### src/rtl/rv32i_pkg.sv
// Shared RV32I decode definitions: opcodes, ALU operation codes and the
// writeback / immediate-format encodings used by the control decoder.
package rv32i_pkg;

    localparam logic [6:0] OPC_LOAD   = 7'b0000011;
    localparam logic [6:0] OPC_OP_IMM = 7'b0010011;
    localparam logic [6:0] OPC_STORE  = 7'b0100011;
    localparam logic [6:0] OPC_OP     = 7'b0110011;
    localparam logic [6:0] OPC_BRANCH = 7'b1100011;
    localparam logic [6:0] OPC_JALR   = 7'b1100111;
    localparam logic [6:0] OPC_JAL    = 7'b1101111;

    localparam logic [2:0] F3_ADD  = 3'b000;
    localparam logic [2:0] F3_SLL  = 3'b001;
    localparam logic [2:0] F3_SLT  = 3'b010;
    localparam logic [2:0] F3_SLTU = 3'b011;
    localparam logic [2:0] F3_XOR  = 3'b100;
    localparam logic [2:0] F3_SR   = 3'b101;
    localparam logic [2:0] F3_OR   = 3'b110;
    localparam logic [2:0] F3_AND  = 3'b111;

    localparam logic [2:0] F3_BEQ  = 3'b000;
    localparam logic [2:0] F3_BNE  = 3'b001;
    localparam logic [2:0] F3_BLT  = 3'b100;
    localparam logic [2:0] F3_BGE  = 3'b101;
    localparam logic [2:0] F3_BLTU = 3'b110;
    localparam logic [2:0] F3_BGEU = 3'b111;

    typedef enum logic [3:0] {
        ALU_ADD  = 4'b0000,
        ALU_SUB  = 4'b0001,
        ALU_AND  = 4'b0010,
        ALU_OR   = 4'b0011,
        ALU_XOR  = 4'b0100,
        ALU_SLT  = 4'b0101,
        ALU_SLTU = 4'b0110,
        ALU_SLL  = 4'b0111,
        ALU_SRL  = 4'b1000,
        ALU_SRA  = 4'b1001
    } alu_ctrl_e;

    // How the ALU decoder should treat funct3/f7b5 for the current opcode.
    typedef enum logic [1:0] {
        CLS_ADD    = 2'b00,
        CLS_SUB    = 2'b01,
        CLS_OP     = 2'b10,
        CLS_OP_IMM = 2'b11
    } alu_class_e;

    localparam logic [1:0] RES_ALU = 2'b00;
    localparam logic [1:0] RES_MEM = 2'b01;
    localparam logic [1:0] RES_PC4 = 2'b10;

    localparam logic [1:0] IMM_I = 2'b00;
    localparam logic [1:0] IMM_S = 2'b01;
    localparam logic [1:0] IMM_B = 2'b10;
    localparam logic [1:0] IMM_J = 2'b11;

endpackage

### src/rtl/rv32i_decoder_alu_decoder.sv
// ALU operation decoder: maps the opcode class, funct3 and instruction bit 30
// onto the ALU control code.
import rv32i_pkg::*;

module alu_decoder (
    input  alu_class_e i_alu_class,
    input  logic [2:0] i_funct3,
    input  logic       i_f7b5,
    output alu_ctrl_e  o_alu_control
);

    always_comb begin
        o_alu_control = ALU_ADD;
        case (i_alu_class)
            CLS_ADD: o_alu_control = ALU_ADD;
            CLS_SUB: o_alu_control = ALU_SUB;
            CLS_OP, CLS_OP_IMM: begin
                case (i_funct3)
                    // Immediate forms have no subtract; bit 30 is part of the immediate there.
                    F3_ADD:  o_alu_control = (i_alu_class == CLS_OP && i_f7b5) ? ALU_SUB : ALU_ADD;
                    F3_SLL:  o_alu_control = ALU_SLL;
                    F3_SLT:  o_alu_control = ALU_SLT;
                    F3_SLTU: o_alu_control = ALU_SLTU;
                    F3_XOR:  o_alu_control = ALU_XOR;
                    F3_SR:   o_alu_control = i_f7b5 ? ALU_SRA : ALU_SRL;
                    F3_OR:   o_alu_control = ALU_OR;
                    F3_AND:  o_alu_control = ALU_AND;
                    default: o_alu_control = ALU_ADD;
                endcase
            end
            default: o_alu_control = ALU_ADD;
        endcase
    end

endmodule

### src/rtl/rv32i_decoder.sv
// RV32I single-cycle control decoder. Defining DECODER_ILLEGAL_EN adds the
// sticky illegal_instr output and its flop; decode is identical either way.
import rv32i_pkg::*;

module rv32i_decoder (
    input  logic        clk,
    input  logic        reset,
    input  logic [31:0] instruction,
    input  logic        equal,
    input  logic        less_than,
    input  logic        less_than_unsigned,
    output logic        pc_src,
    output logic [1:0]  result_src,
    output logic        mem_write,
    output logic [3:0]  alu_control,
    output logic        alu_src,
    output logic [1:0]  immediate_control,
    output logic        reg_write
`ifdef DECODER_ILLEGAL_EN
    ,
    output logic        illegal_instr
`endif
);

    logic [6:0] w_opcode;
    logic [2:0] w_funct3;
    logic       w_f7b5;
    logic       w_branch_taken;
    logic       w_branch_f3_ok;
    logic       w_illegal;
    alu_class_e w_alu_class;
    alu_ctrl_e  w_alu_ctrl;

    assign w_opcode = instruction[6:0];
    assign w_funct3 = instruction[14:12];
    assign w_f7b5   = instruction[30];

    // Register specifiers and immediates are consumed by the datapath, not here.
    logic w_unused_fields;
    assign w_unused_fields = ^{instruction[31], instruction[29:15], instruction[11:7]};

    always_comb begin
        w_branch_f3_ok = 1'b1;
        w_branch_taken = 1'b0;
        case (w_funct3)
            F3_BEQ:  w_branch_taken = equal;
            F3_BNE:  w_branch_taken = ~equal;
            F3_BLT:  w_branch_taken = less_than;
            F3_BGE:  w_branch_taken = ~less_than;
            F3_BLTU: w_branch_taken = less_than_unsigned;
            F3_BGEU: w_branch_taken = ~less_than_unsigned;
            default: w_branch_f3_ok = 1'b0;
        endcase
    end

    // Every control defaults to 0 so an illegal instruction writes no state.
    always_comb begin
        pc_src            = 1'b0;
        result_src        = RES_ALU;
        mem_write         = 1'b0;
        alu_src           = 1'b0;
        immediate_control = IMM_I;
        reg_write         = 1'b0;
        w_alu_class       = CLS_ADD;
        w_illegal         = 1'b0;
        case (w_opcode)
            OPC_OP: begin
                reg_write   = 1'b1;
                w_alu_class = CLS_OP;
            end
            OPC_OP_IMM: begin
                reg_write   = 1'b1;
                alu_src     = 1'b1;
                w_alu_class = CLS_OP_IMM;
            end
            OPC_LOAD: begin
                reg_write  = 1'b1;
                alu_src    = 1'b1;
                result_src = RES_MEM;
            end
            OPC_STORE: begin
                mem_write         = 1'b1;
                alu_src           = 1'b1;
                immediate_control = IMM_S;
            end
            OPC_BRANCH: begin
                if (w_branch_f3_ok) begin
                    pc_src            = w_branch_taken;
                    immediate_control = IMM_B;
                    w_alu_class       = CLS_SUB;
                end else begin
                    w_illegal = 1'b1;
                end
            end
            OPC_JAL: begin
                pc_src            = 1'b1;
                immediate_control = IMM_J;
                result_src        = RES_PC4;
                reg_write         = 1'b1;
            end
            OPC_JALR: begin
                pc_src     = 1'b1;
                alu_src    = 1'b1;
                result_src = RES_PC4;
                reg_write  = 1'b1;
            end
            default: w_illegal = 1'b1;
        endcase
    end

    alu_decoder u_alu_decoder (
        .i_alu_class   (w_alu_class),
        .i_funct3      (w_funct3),
        .i_f7b5        (w_f7b5),
        .o_alu_control (w_alu_ctrl)
    );

    assign alu_control = w_alu_ctrl;

`ifdef DECODER_ILLEGAL_EN
    logic r_illegal;

    always_ff @(posedge clk) begin
        if (reset) begin
            r_illegal <= 1'b0;
        end else if (w_illegal) begin
            r_illegal <= 1'b1;
        end
    end

    assign illegal_instr = r_illegal;
`else
    logic w_unused_illegal;
    assign w_unused_illegal = ^{clk, reset, w_illegal};
`endif

endmodule

### config.mk
export PLATFORM = sky130hd
export DESIGN_NAME = rv32i_decoder
export DESIGN_NICKNAME = d
export VERILOG_FILES = /design/src/rtl/rv32i_pkg.sv /design/src/rtl/rv32i_decoder_alu_decoder.sv /design/src/rtl/rv32i_decoder.sv
export SDC_FILE = /design/constraint.sdc
export NUM_CORES = 1
export LEC_CHECK = 0
export BUFFER_PORTS_ARGS = -buffer_cell sky130_fd_sc_hd__buf_2
export CAP_MARGIN = 20
export CORE_AREA = 4 4 41 43
export DETAILED_ROUTE_END_ITERATION = 7
export DIE_AREA = 0 0 45 47
export GPL_ROUTABILITY_DRIVEN = 0
export PLACE_DENSITY = 0.79
export SYNTH_ARGS = -nofsm -noshare
export SYNTH_HDL_FRONTEND = slang
export SYNTH_SLANG_ARGS = --single-unit
### constraint.sdc
create_clock -name vclk -period 1.4
set_input_delay 0.14 -clock vclk [all_inputs]
set_output_delay 0.14 -clock vclk [all_outputs]
set_load 0.02 [all_outputs]
==> impl_metrics.py, run 1 <==
metrics = {
    "layout": {
        "nClkBuffers": 0,
        "mostFrequentLayoutCells": "26 x buf_2, 5 x nor2_1, 5 x nand2_1",
        "syn2layout_area_growth_pct": 42.9,
        "nets": 108,
        "design.seq.count": 0,
        "layout-drive-gt1-share": 0.507,
        "layout_commonest_cell": "buf_2",
        "final-seq-area_um2": 0,
        "insertedDiodeCount": 0,
    },
    "logic_synthesis": {
        "synth_top_area_cell": "xor2_1",
        "synth.distinct_cells": 31,
        "synth_top_area_share": 0.111,
        "synthCells": 46,
        "synth.area.top_cells": "xor2_1 11%, nand2_1 6.0%, nor2_1 6.0%",
        "synth_nets": 83,
        "ys_seq_area_frac": 0,
        "syn_area_per_cell_um2": 6.85,
        "ys_warn_count": 0,
        "synth_area_um2": 315,
    },
    "timing": {
        "finalHoldViolations": 0,
        "slew_headroom": 0.728,
        "worst_slack_ns": 0.139,
        "post-route-period-util": 0.901,
        "rsz0062_at_grt": "false",
        "clock.fmax_mhz": 793,
        "worst_pin_slew_ns": 0.404,
        "fin_crit_ns": 1.26,
        "setup_violations": 0,
        "setup_tns_ns": 0,
        "slew_violations": 0,
    },
    "critical_path": {
        "crit_required_ns": 1.26,
        "end_kind": "primary output",
        "startpoint_type": "primary input",
        "critPathMaxFanout": 7,
        "crit_type": "primary input to primary output",
        "cp.arrival_ns": 1.12,
    },
    "floorplan": {
        "rows": 13,
        "die-area_um2": 2120,
        "die_height_um": 47,
        "die_x_um": 45,
        "initial_core_util": 0.242,
        "core_area_um2": 1300,
        "io_pins": 49,
    },
    "power_and_ir_drop": {
        "p_per_area_nw_per_um2": 200,
        "leakagePower_nw": 0.244,
        "p_switching_w": 0.0000520,
        "swShare": 0.577,
        "ir_drop_v": 0.0000498,
        "p_seq_frac": 0,
        "p_int_w": 0.0000381,
        "clkPwrFrac": 0,
        "combPwrFrac": 1.000,
    },
    "hold_path": {
        "hp-class": "primary input to primary output",
    },
    "place": {
        "port_buffers": 26,
        "dpl.hpwl_um": 807,
        "place_ws_ns": 0.135,
    },
    "grt": {
        "grt_max_degree": 10,
        "grt_antenna_before_repair": 0,
        "grt.overflow.total": 0,
        "grt_pass1_wl_um": 1490,
        "grt_pass1_vias": 352,
        "grtUsageTotal": 0.0866,
    },
    "drt": {
        "vias": 396,
        "viasPerCell": 4.71,
        "routedWlPerCell_um": 11.1,
        "dr.pass1.iters": 2,
        "drc": 0,
        "drt-initial-drc-count": 7,
        "drt.antenna.violating_nets": 0,
        "wl_um": 936,
    },
    "flow_run": {
        "maxCapViolations": 0,
    },
    "clock_tree": {
        "cts_setup_buffers": 0,
        "ctsResizeCount": 0,
        "postCtsHoldBufs": 0,
    },
    "outcome": {
        "status": "finished clean",
    },
}
==> critical path: stages <==
cell	delay, ns
buf_2	0.14
or4_4	0.56
o21ai_2	0.11
buf_2	0.17
==> per-layer routing <==
| layer | routed length (um) | GRT usage | up-vias |
|---|---|---|---|
| li1 | - | - | 215 |
| met2 | 503 | 0.164 | 6 |
| met3 | 46 | 0.0115 | 0 |
| met1 | 386 | 0.110 | 175 |
| met4 | 0 | 0 | 0 |
| met5 | 0 | 0 | - |
==> synth_stat cells, drive strengths merged <==
library cell / count
nand2: 5
a41o: 1
and4b: 1
mux2i: 1
and2b: 1
nor2b: 1
o2bb2ai: 1
a21oi: 3
and2: 2
o21ai: 3
buf: 2
clkbuf: 1
or4: 1
nor4: 1
a22oi: 1
a21boi: 1
inv: 2
nand4bb: 1
a22o: 1
nor3: 2
xor2: 4
nor2: 5
o2111a: 1
a31oi: 1
nand3: 2
nand2b: 1
==> power by group through the flow <==
stage                     registers, W  clock network, W  logic (W)
after global placement               0                 0  0.0000871
after floorplan                      0                 0  0.0000516
final                                0                 0  0.0000901
after detailed placement             0                 0  0.0000899
after global routing                 0                 0   0.000100
after CTS                            0                 0  0.0000904
==> path summary, 6_finish.rpt <==
path | from | cells past startpoint | endpoint
min | instruction[5] | 3 | result_src[0]
max | instruction[6] | 4 | reg_write
==> kinds of logic after synthesis <==
family	synth area share
XOR/XNOR	0.111
AND/OR/NAND/NOR	0.492
AO/OA/AOI/OAI	0.298
buffers and inverters	0.0674
multiplexers	0.0317
==> final cells by class <==
| cell class | instances | area [um2] |
|---|---|---|
| fillers | 150 | 851 |
| inverters | 2 | 7.51 |
| multi-input cells | 41 | 294 |
| well taps | 15 | 18.8 |
| repair buffers | 26 | 130 |
==> per-stage QoR <==
stage / util / hold slack [ns] / std cells / area, um2 / total power, W
after CTS: 0.346 / 0.604 / 84 / 450 / 0.0000904
after global placement: 0.346 / 0.599 / 84 / 450 / 0.0000871
after global routing: 0.346 / 0.628 / 84 / 450 / 0.000100
final: 0.346 / 0.599 / 84 / 450 / 0.0000901
after detailed placement: 0.346 / 0.604 / 84 / 450 / 0.0000899
after floorplan: - / 0.331 / 46 / 315 / 0.0000516
Power figures use the tool's default switching activity.
==> inputs of run 2 (changes only) <==
--- a/config.mk
+++ b/config.mk
@@ -7,11 +7,13 @@
 export LEC_CHECK = 0
 export BUFFER_PORTS_ARGS = -buffer_cell sky130_fd_sc_hd__buf_2
 export CAP_MARGIN = 20
-export CORE_AREA = 4 4 41 43
+export CELL_PAD_IN_SITES_DETAIL_PLACEMENT = 0
+export CELL_PAD_IN_SITES_GLOBAL_PLACEMENT = 1
+export CORE_AREA = 4 4 46 48
 export DETAILED_ROUTE_END_ITERATION = 7
-export DIE_AREA = 0 0 45 47
+export DIE_AREA = 0 0 50 52
 export GPL_ROUTABILITY_DRIVEN = 0
-export PLACE_DENSITY = 0.79
+export PLACE_DENSITY = 0.95
 export SYNTH_ARGS = -nofsm -noshare
 export SYNTH_HDL_FRONTEND = slang
 export SYNTH_SLANG_ARGS = --single-unit
==> run 2 against run 1 <==
  * Utilization fell by 7.5 points
  * Largest power group unchanged
  * Combinational power rose by 0.4%
  * Count of clock-buffer cells in the layout did not move
==> impl_metrics.py, run 2 (synthesis results as in run 1) <==
metrics = {
    "layout": {
        "syn2layout_area_growth_pct": 46.8,
        "design.seq.count": 0,
        "insertedDiodeCount": 0,
        "final-seq-area_um2": 0,
        "layout-drive-gt1-share": 0.507,
        "n_fill_cell": 188,
        "mostFrequentLayoutCells": "26 x buf_2, 5 x nor2_1, 5 x nand2_1",
        "nClkBuffers": 0,
        "layout_commonest_cell": "buf_2",
        "nets": 108,
        "final_util": 0.271,
        "final_cell_area_um2": 463,
    },
    "hold_path": {
        "worstHoldPathCells": 3,
        "hp-class": "primary input to primary output",
        "whs_endpoint": "result_src[0]",
        "worstHoldStart": "instruction[5]",
    },
    "clock_tree": {
        "postCtsHoldBufs": 0,
        "cts_setup_buffers": 0,
        "ctsResizeCount": 0,
    },
    "drt": {
        "drc": 0,
        "drt-initial-drc-count": 3,
        "dr.pass1.iters": 2,
        "wl_um": 1020,
        "routedWlPerCell_um": 10.9,
        "drt.antenna.violating_nets": 0,
        "top_layer_used": "met3",
        "vias": 398,
        "wl_met1_um": 477,
        "met2RoutedLength_um": 509,
        "viasPerCell": 4.23,
        "wl_met3_um": 37,
    },
    "timing": {
        "hold_ws_ns": 0.600,
        "slew_headroom": 0.757,
        "rsz0062_at_grt": "false",
        "slew_violations": 0,
        "setup_tns_ns": 0,
        "post-route-period-util": 0.909,
        "setup_violations": 0,
        "worst_pin_slew_ns": 0.362,
        "fin_crit_ns": 1.27,
        "clock.fmax_mhz": 786,
        "finalHoldViolations": 0,
    },
    "power_and_ir_drop": {
        "p_per_area_nw_per_um2": 196,
        "p_int_w": 0.0000381,
        "finalPower_w": 0.0000905,
        "swShare": 0.579,
        "p_seq_frac": 0,
        "ir_drop_v": 0.0000518,
        "combPwrFrac": 1.000,
        "leakagePower_nw": 0.244,
        "clkPwrFrac": 0,
        "p_switching_w": 0.0000524,
    },
    "critical_path": {
        "critPathMaxFanout": 6,
        "crit_required_ns": 1.26,
        "end_kind": "primary output",
        "critPathMaxStageDelay_ns": 0.36,
        "cpMaxStageDelayCell": "and4b_4",
        "crit_type": "primary input to primary output",
        "startpoint_type": "primary input",
        "cpMostUsedCell": "buf_2",
        "path_cells": "buf_2, and4b_4, and2_2, a21boi_0, buf_2",
        "cp.arrival_ns": 1.13,
        "cp-startpoint": "instruction[4]",
    },
    "grt": {
        "grt.overflow.total": 0,
        "grt_antenna_before_repair": 0,
        "grt_pass1_vias": 418,
        "grt_pass1_wl_um": 1740,
        "grtUsageTotal": 0.0804,
        "grt_max_degree": 10,
    },
    "floorplan": {
        "rows": 15,
        "io_pins": 49,
        "die_height_um": 52,
        "die_x_um": 50,
        "die-area_um2": 2600,
        "core_area_um2": 1710,
        "initial_core_util": 0.185,
    },
    "place": {
        "port_buffers": 26,
        "dpl.hpwl_um": 853,
        "place_area_um2": 463,
    },
    "flow_run": {
        "maxCapViolations": 0,
    },
    "outcome": {
        "status": "finished clean",
    },
}
## run 2: cell counts in the layout (fill, tap and decap cells not counted)
No cell type changed its count.
## run 2: cell type report
| class | instances | area [um2] | share of cell area |
|---|---|---|---|
| timing repair buffer | 26 | 130 | 0.281 |
| inverter | 2 | 7.51 | 0.0162 |
| multi-input combinational | 41 | 294 | 0.635 |
| tap | 25 | 31.3 | 0.0676 |
## run 2: critical path, delay by kind of cell
kind | cells | cell delay (ns)
and+or+nand+nor | 2 | 0.50
buffers and inverters | 2 | 0.33
AOI/OAI and AO/OA | 1 | 0.17
## run 2: power by group through the flow
stage                     Combinational [W]  Clock, W  Sequential, W
after floorplan                   0.0000516         0              0
after global placement            0.0000883         0              0
after detailed placement          0.0000906         0              0
after CTS                         0.0000909         0              0
after global routing               0.000102         0              0
final                             0.0000905         0              0
## run 2: metrics by stage
step	setup slack, ns	std cells
after floorplan	0.151	46
after global placement	0.140	94
after detailed placement	0.121	94
after CTS	0.121	94
after global routing	0.0553	94
final	0.128	94
## run 2: metal layers
| metal | vias to the layer above | track usage |
|---|---|---|
| met5 | - | 0 |
| met4 | 0 | 0.00461 |
| met3 | 0 | 0.00860 |
| met2 | 10 | 0.161 |
| met1 | 174 | 0.0937 |
| li1 | 214 | - |
## run 2: how the worst max path moves through the flow
stage,endpoint,depth (start not counted)
final,immediate_control[1],5
after global routing,immediate_control[1],5
after CTS,result_src[0],4
after detailed placement,result_src[0],4
after global placement,reg_write,4
after floorplan,immediate_control[1],3
